<file path="config.mk">
export PLATFORM = sky130hd
export DESIGN_NAME = booth4_seq_mult16_flat
export DESIGN_NICKNAME = d
export VERILOG_FILES = /design/src/rtl/booth4_seq_mult16_if.sv /design/src/rtl/booth4_seq_mult16.sv /design/src/flat_wrapper.sv
export SDC_FILE = /design/constraint.sdc
export NUM_CORES = 1
export LEC_CHECK = 0
export BUFFER_PORTS_ARGS = -buffer_cell sky130_fd_sc_hd__clkbuf_2
export CAP_MARGIN = 25
export CORE_UTILIZATION = 50
export DETAILED_ROUTE_END_ITERATION = 10
export GPL_TIMING_DRIVEN = 0
export PLACE_DENSITY = 0.7
export SLEW_MARGIN = 0
export SYNTH_ARGS = -nofsm -noshare
export SYNTH_HDL_FRONTEND = slang
export SYNTH_SLANG_ARGS = --single-unit
</file>
<file path="constraint.sdc">
create_clock -name clk -period 14.6 [get_ports clk]
set_input_delay 2.92 -clock clk [delete_from_list [all_inputs] [get_ports clk]]
set_output_delay 2.92 -clock clk [all_outputs]
set_load 0.01 [all_outputs]
</file>
<file path="src/rtl/booth4_seq_mult16_if.sv">
// Operand/product handshake bundle for booth4_seq_mult16.
// master drives operands and out_ready; slave is the multiplier.
interface booth4_seq_mult16_if;
    logic        in_valid;
    logic        in_ready;
    logic [15:0] a;
    logic [15:0] b;
    logic        out_valid;
    logic        out_ready;
    logic [31:0] p;
    logic        busy;

    modport master (
        output in_valid, a, b, out_ready,
        input  in_ready, out_valid, p, busy
    );

    modport slave (
        input  in_valid, a, b, out_ready,
        output in_ready, out_valid, p, busy
    );
endinterface

</file>
<file path="src/rtl/booth4_seq_mult16.sv">
// Iterative signed 16x16 radix-4 Booth multiplier, one Booth digit per cycle.
// Optional macro BOOTH4_SEQ_EARLY_TERM_EN: finish once all remaining digits encode zero.
module booth4_seq_mult16 (
    input  logic                 clk,
    input  logic                 rst,
    booth4_seq_mult16_if.slave   bus
);

    typedef enum logic [1:0] {
        ST_IDLE = 2'd0,
        ST_CALC = 2'd1,
        ST_DONE = 2'd2
    } state_t;

    state_t      state_q, state_d;
    logic [15:0] a_q, a_d;
    logic [15:0] b_q, b_d;
    logic [31:0] acc_q, acc_d;
    logic [2:0]  idx_q, idx_d;

    logic [16:0] b_ext_s;
    logic [2:0]  digit_s;
    logic [17:0] a_ext_s;
    logic [17:0] a_dbl_s;
    logic [17:0] pp_s;
    logic [31:0] pp_shift_s;
    logic        early_s;

    // Booth digit selection and 18-bit partial product (wide enough for -2 * -32768)
    always_comb begin
        b_ext_s    = {b_q, 1'b0};
        digit_s    = 3'(b_ext_s >> {idx_q, 1'b0});
        a_ext_s    = {{2{a_q[15]}}, a_q};
        a_dbl_s    = {a_ext_s[16:0], 1'b0};
        pp_s       = 18'd0;
        case (digit_s)
            3'b001, 3'b010: pp_s = a_ext_s;
            3'b011:         pp_s = a_dbl_s;
            3'b100:         pp_s = ~a_dbl_s + 18'd1;
            3'b101, 3'b110: pp_s = ~a_ext_s + 18'd1;
            default:        pp_s = 18'd0;
        endcase
        pp_shift_s = {{14{pp_s[17]}}, pp_s} << {idx_q, 1'b0};
    end

`ifdef BOOTH4_SEQ_EARLY_TERM_EN
    logic signed [15:0] b_rem_s;

    // Remaining digits are all zero exactly when b[15:2i+1] is a sign run
    always_comb begin
        b_rem_s = $signed(b_q) >>> {idx_q, 1'b1};
        early_s = (idx_q != 3'd7) && ((b_rem_s == 16'sh0000) || (b_rem_s == 16'shFFFF));
    end
`else
    assign early_s = 1'b0;
`endif

    // Next-state and datapath update
    always_comb begin
        state_d = state_q;
        a_d     = a_q;
        b_d     = b_q;
        acc_d   = acc_q;
        idx_d   = idx_q;
        case (state_q)
            ST_IDLE: begin
                if (bus.in_valid) begin
                    state_d = ST_CALC;
                    a_d     = bus.a;
                    b_d     = bus.b;
                    acc_d   = 32'd0;
                    idx_d   = 3'd0;
                end else begin
                    state_d = ST_IDLE;
                end
            end
            ST_CALC: begin
                acc_d = acc_q + pp_shift_s;
                idx_d = idx_q + 3'd1;
                if ((idx_q == 3'd7) || early_s) begin
                    state_d = ST_DONE;
                end else begin
                    state_d = ST_CALC;
                end
            end
            ST_DONE: begin
                if (bus.out_ready) begin
                    state_d = ST_IDLE;
                end else begin
                    state_d = ST_DONE;
                end
            end
            default: begin
                state_d = ST_IDLE;
                acc_d   = 32'd0;
                idx_d   = 3'd0;
            end
        endcase
    end

    // State and datapath registers
    always_ff @(posedge clk) begin
        if (rst) begin
            state_q <= ST_IDLE;
            a_q     <= 16'd0;
            b_q     <= 16'd0;
            acc_q   <= 32'd0;
            idx_q   <= 3'd0;
        end else begin
            state_q <= state_d;
            a_q     <= a_d;
            b_q     <= b_d;
            acc_q   <= acc_d;
            idx_q   <= idx_d;
        end
    end

    assign bus.in_ready  = (state_q == ST_IDLE);
    assign bus.out_valid = (state_q == ST_DONE);
    assign bus.busy      = (state_q == ST_CALC) || (state_q == ST_DONE);
    assign bus.p         = acc_q;

endmodule

</file>
<file path="src/flat_wrapper.sv">
// flat-port wrapper written by rule: the top's interface ports become plain ports
module booth4_seq_mult16_flat 
  (clk, rst, bus_in_valid, bus_a, bus_b, bus_out_ready, bus_in_ready, bus_out_valid, bus_p, bus_busy);
  booth4_seq_mult16_if bus_i ();
  input  logic clk;
  input  logic rst;
  input wire logic [$bits(bus_i.in_valid)-1:0] bus_in_valid;
  input wire logic [$bits(bus_i.a)-1:0] bus_a;
  input wire logic [$bits(bus_i.b)-1:0] bus_b;
  input wire logic [$bits(bus_i.out_ready)-1:0] bus_out_ready;
  output wire logic [$bits(bus_i.in_ready)-1:0] bus_in_ready;
  output wire logic [$bits(bus_i.out_valid)-1:0] bus_out_valid;
  output wire logic [$bits(bus_i.p)-1:0] bus_p;
  output wire logic [$bits(bus_i.busy)-1:0] bus_busy;
  assign bus_i.in_valid = bus_in_valid;
  assign bus_i.a = bus_a;
  assign bus_i.b = bus_b;
  assign bus_i.out_ready = bus_out_ready;
  assign bus_in_ready = bus_i.in_ready;
  assign bus_out_valid = bus_i.out_valid;
  assign bus_p = bus_i.p;
  assign bus_busy = bus_i.busy;
  booth4_seq_mult16 u_core (.clk(clk), .rst(rst), .bus(bus_i));
endmodule
</file>
Word-level counts from Yosys, hierarchy flattened --
Index checks and enable logic that the tools add are counted. W data, S select, Z words.
Storage, ports and cells: bits in registers 69, input bits 36, output and inout port bits 35, logic and storage cells 39
Cells by class: add/subtract/negate cells 4, eq/ne operators 10, shift operators 2, multiplexer cells 9, bitwise logic cells 3, reduce and logical (&&, ||, !) cells 6
Operator list (number):
- $pmux W32 S3 | 1
- $pmux W18 S4 | 1
- $add A18 B1 Y18 const B | 2
- $not A18 Y18 | 2
- $add A32 B32 Y32 | 1
- $mux W32 | 1
- $shl A32 B4 Y32 | 1
- $shr A17 B4 Y3 | 1
- $eq A3 B3 Y1 const B | 4
- $pmux W3 S3 | 1
- $eq A3 B2 Y1 const B | 2
- $pmux W2 S3 | 1
- $mux W2 | 2
- $reduce_and A2 Y1 | 2
- $reduce_or A2 Y1 | 2
- $add A3 B1 Y3 const B | 1
- $eq A3 B1 Y1 const B | 1
- $mux W3 | 1
- $eq A2 B1 Y1 const B | 1
- $eq A2 B2 Y1 const B | 1
- $logic_not A2 Y1 | 1
- $ne A2 B2 Y1 const B | 1
- $logic_or A1 B1 Y1 | 1
- $mux W1 | 1
- $not A1 Y1 | 1

Longest topological paths before layout --
word-level depth 7, mapped depth 23, depth with buffers taken out 21

Worst setup path before layout --
Ideal clock, no wire load.
path kind reg-to-reg, from register u_core.a_q[0], to register u_core.acc_q[31], in the netlist u_core.bus.p[31], library setup time 132 ps, arrival 4737 ps, required time 14468 ps, slack 9731 ps, cell stages (with the launch flop) 23, path buffers 2, period minus slack after synthesis 4869 ps, cells stage by stage dfxtp_1 clkbuf_1 inv_1 ha_1 nor3b_1 nand2_1 or4_1 xor2_1 a221oi_1 nor2_1 mux2_2 mux2i_1 mux2i_1 ha_1 clkbuf_1 nand4_1 or3_1 a211o_1 a311oi_1 o21ai_0 a211oi_2 a21o_1 a31oi_1
Between the ends: longest elaborated chain between the ends 6, elaborated cells between the ends (all ways) 8, classes of those cells add/sub (3); shift (1); mux (2); bitwise (2)
Ends and longest elaborated chain:
- start: declaration | RTL line booth4_seq_mult16.sv:16 | logic [15:0] a_q, a_d;
- start signal: assignment | RTL line booth4_seq_mult16.sv:105 | a_q <= 16'd0;
- start signal: assignment | RTL line booth4_seq_mult16.sv:111 | a_q <= a_d;
- $not A18 Y18 (on tied branches) | RTL line booth4_seq_mult16.sv:40, booth4_seq_mult16.sv:39
- $add A18 B1 Y18 (on tied branches) | RTL line booth4_seq_mult16.sv:40, booth4_seq_mult16.sv:39
- $pmux W18 S4 * | RTL line booth4_seq_mult16.sv:36 | case (digit_s)
- $shl A32 B4 Y32 * | RTL line booth4_seq_mult16.sv:43 | pp_shift_s = {{14{pp_s[17]}}, pp_s} << {idx_q, 1'b0};
- $add A32 B32 Y32 * | RTL line booth4_seq_mult16.sv:78 | acc_d = acc_q + pp_shift_s;
- $pmux W32 S3 * | RTL line booth4_seq_mult16.sv:65 | case (state_q)
- end signal: assignment | RTL line booth4_seq_mult16.sv:107 | acc_q <= 32'd0;
- end signal: assignment | RTL line booth4_seq_mult16.sv:113 | acc_q <= acc_d;
- end: declaration | RTL line booth4_seq_mult16.sv:18 | logic [31:0] acc_q, acc_d;
Every way passes the cells marked *; elsewhere a longest branch is shown, timed or not. A chain may end at the register's enable or synchronous reset.

Final worst setup path --
from register u_core.idx_q[0], to register u_core.acc_q[31], in the netlist u_core.bus.p[31]
Between the ends: longest elaborated chain between the ends 7, elaborated cells between the ends (all ways) 13, classes of those cells add/sub (1); eq/ne (6); shift (2); mux (2); reduce/logical (2)
Ends and longest elaborated chain:
- start: declaration | RTL line booth4_seq_mult16.sv:19 | logic [2:0] idx_q, idx_d;
- start signal: assignment | RTL line booth4_seq_mult16.sv:114 | idx_q <= idx_d;
- $shr A17 B4 Y3 | RTL line booth4_seq_mult16.sv:32 | digit_s = 3'(b_ext_s >> {idx_q, 1'b0});
- $eq A3 B3 Y1, or another cell as far along | RTL line booth4_seq_mult16.sv:36
- $reduce_or A2 Y1 | RTL line booth4_seq_mult16.sv:36
- $pmux W18 S4 | RTL line booth4_seq_mult16.sv:36
- $shl A32 B4 Y32 * | RTL line booth4_seq_mult16.sv:43
- $add A32 B32 Y32 * | RTL line booth4_seq_mult16.sv:78
- $pmux W32 S3 * | RTL line booth4_seq_mult16.sv:65
Marks and branches as above.

==> impl_metrics.tcl <==
set metrics [dict create \
    final_antenna_net_count 0 \
    cts_max_level 3 \
    syn_area_sq_um 6260 \
    rrSetupSlack_ns 8.43 \
    drt_iter0_markers 649 \
    power.density_nw_per_um2 86.9 \
    nets 992 \
    row_count 40 \
    clkPwrFrac_pct 40.4 \
    switching_share_pct 33.4 \
    cp-start-kind "flop" \
    cp.depth 19 \
    dp_hpwl_mm 13.7 \
    holdBufCountCts 0 \
    post_cts_buffers 0 \
    rsz0062_at_grt "no" \
    fin_worst_skew_ns 0.00860 \
    postLayoutCoreUtil_pct 59.0 \
    grt_overflow 0 \
    fin_ws_ns 8.43 \
    cts_max_path_buffers 2 \
    synth_edf_count 0 \
    power.total_w 0.000622 \
    fp.dieH_um 114 \
    r2r_end "u_core.bus.p[31]" \
    cts-root-buf "clkbuf_16" \
    cp_common_cell "mux2i_1" \
    first_pass_iters 5 \
    power_leakage_nw 3.24 \
    period_share_pct 42.2 \
    cpPeakStageDelay_ns 0.68 \
    finalSetupViolCount 0 \
    cts_buffers 9 \
    worstHoldPathType "reg2reg" \
    crit_path_end_kind "flop" \
    n_antenna_cell 0 \
    vias_per_cell 6.03 \
    ys_async_sr_fraction_pct 0 \
    crit_slowest_cell "a221oi_1" \
    fin_setup_tns_ns 0 \
    track_usage_pct 29.2 \
    die_w_um 114 \
    ir_drop_uv 77.7 \
    yosys_warnings 0 \
    vias 6548 \
    cp.required_ns 14.88 \
    power_switching_w 0.000207 \
    routabilityCongestion 0.934 \
    path_cells "buf_6 > mux4_1 > mux2i_4 > clkbuf_1 > o41ai_1 > a221oi_1 > mux2i_1 > mux2i_1 > mux2i_1 > ha_1 > clkbuf_1 > nand4_1 > or3_1 > a211o_1 > a311oi_1 > o21ai_0 > a211oi_2 > nand3_1 > a31oi_1" \
    path_buf_inv 3 \
    yosysMostFrequentCell "nand2_1" \
    crit_family "compound AO/OA/AOI/OAI gates" \
    initial_core_util_pct 51.7 \
    drt-wirelength-per-cell_um 16.8 \
    dpl_worst_slack_ns 8.69 \
    power_frac_comb_pct 27.0 \
    synth.net_count 912 \
    area_delta_synth_final_pct 14.2 \
    grt_pass1_wl_mm 29.8 \
    wirelength_mm 18.2 \
    syn_inst 833 \
    outcome "finished clean" \
    crit_fanout 10 \
    hp-start "u_core.b_q[4]" \
    r2r-start "u_core.idx_q[0]" \
    clk_latency_ns 0.36 \
    yosysSeqAreaShare_pct 22.1 \
    cts_tree "done" \
    worst-setup-path-type "reg2reg" \
    cp_data_arrival_time_ns 6.45 \
    grt_max_degree 14 \
    core_sq_um 12100 \
    cap_violations 0 \
    tightest_slew_ns 0.890 \
    yosysUniqueCellTypes 82 \
    post_cts_resized 0 \
    min_period_ns 6.17 \
    route.detailed.drc 0 \
    ys.flop_type "dfxtp_1" \
    syn_area_per_cell_sq_um 7.52 \
    finalHoldViolCount 0 \
    intPower_w 0.000414 \
    synth_top_area_share_pct 22.1 \
    slew_headroom_pct 40.4 \
    ios 71 \
    fmax_mhz 162 \
    first_global_vias 5978 \
    synth_seq_cells 69 \
    antenna_found_initial 0 \
    slew_violations 0 \
    synth_common_cells "nand2_1 (129), a21oi_1 (95), dfxtp_1 (69)" \
    die_area_sq_um 13000 \
    seqPwrFrac_pct 32.6 \
    synth_top_cell_by_area "dfxtp_1" \
    port_buffers 69 \
    crit_end "u_core.bus.p[31]" \
    rr_worst_depth 19 \
    clock-sinks 69 \
    layout-drive-gt1-share_pct 14.9 \
    clk_pin_slew_ns 0.06 \
    yosys-top-cells-area "dfxtp_1 (22%), ha_1 (8.4%), nand2_1 (7.7%)" \
    crit_path_start "u_core.idx_q[0]" \
]
layout by cell type, fill, tap and decap left out, types with 5 or more instances in the layout:
cell / n
a211o_1: 5
a211oi_1: 8
a21o_1: 20
a21oi_1: 95
a221oi_1: 8
a22oi_1: 16
a31oi_1: 10
a32oi_1: 5
buf_2: 6
clkbuf_1: 40
clkbuf_16: 9
clkbuf_2: 69
dfxtp_1: 69
ha_1: 42
inv_1: 23
mux2_2: 12
mux2i_1: 27
nand2_1: 129
nand2b_1: 5
nand3_1: 23
nand4_1: 13
nor2_1: 64
nor2b_1: 5
nor3_1: 16
o211ai_1: 5
o21ai_0: 32
o21ai_1: 9
or3_1: 10
xnor2_1: 18
xor2_1: 16
how the worst min path moves through the flow:
stage                                 to  slack (ns)  depth (start not counted)
after floorplan           u_core.b_q[15]        0.43                          2
after global placement     u_core.b_q[6]        0.44                          2
after detailed placement   u_core.b_q[0]        0.45                          2
after CTS                  u_core.b_q[0]        0.46                          2
after global routing       u_core.b_q[0]        0.48                          2
final                      u_core.b_q[4]        0.45                          2
stage by stage:
step / area (sq um) / cells / hold WS [ns]
6_report: 7150 / 1086 / 0.454
5_1_grt: 7150 / 1086 / 0.476
4_1_cts: 7150 / 1086 / 0.457
2_1_floorplan: 6260 / 833 / 0.432
3_5_place_dp: 6820 / 1070 / 0.448
3_3_place_gp: 6820 / 1070 / 0.442
per-layer routing:
| layer | global-route usage [%] | wire length, um |
|---|---|---|
| met1 | 40.2 | 8510 |
| met5 | 0 | 0 |
| met3 | 6.96 | 1470 |
| met2 | 45.0 | 7940 |
| met4 | 9.18 | 314 |
state kept, by name (all words and copies together), names as in the netlist:
| signal | count |
|---|---|
| u_core.b_q | 16 |
| u_core.bus.p | 32 |
| u_core.state_q | 2 |
| u_core.a_q | 16 |
| u_core.idx_q | 3 |
area by class of cell:
cell class / count / area, sq um
plain buffers: 55 / 244
fillers: 1210 / 4960
flip-flops and latches: 69 / 1380
well taps: 168 / 210
clock inverters: 6 / 95.1
multi-input cells: 682 / 4540
repair buffers: 69 / 345
inverters: 27 / 101
clock buffers: 10 / 239
cells by family after synthesis:
family	count (synthesis)	share of synthesized area, %
buffers and inverters	82	5.51
XOR/XNOR	34	4.76
flip-flops	69	22.1
multiplexers	47	9.35
adder cells (fa/ha/maj)	43	8.71
AND/OR/NAND/NOR	298	22.5
AO/OA/AOI/OAI	260	27.2
worst min-delay path, stage by stage, from the launching register on:
cell	delay [ns]
dfxtp_1	0.31
nand2_1	0.05
a21oi_1	0.05
power by group through the flow:
stage	sequential (W)	combinational [W]	clock, W
final	0.000202	0.000168	0.000251
after detailed placement	0.000207	0.000164	0
after floorplan	0.000206	0.000122	0
after global routing	0.000203	0.000184	0.000261
after global placement	0.000206	0.000163	0
after CTS	0.000202	0.000165	0.000253
Note: power is estimated with default switching activity, not from simulation.
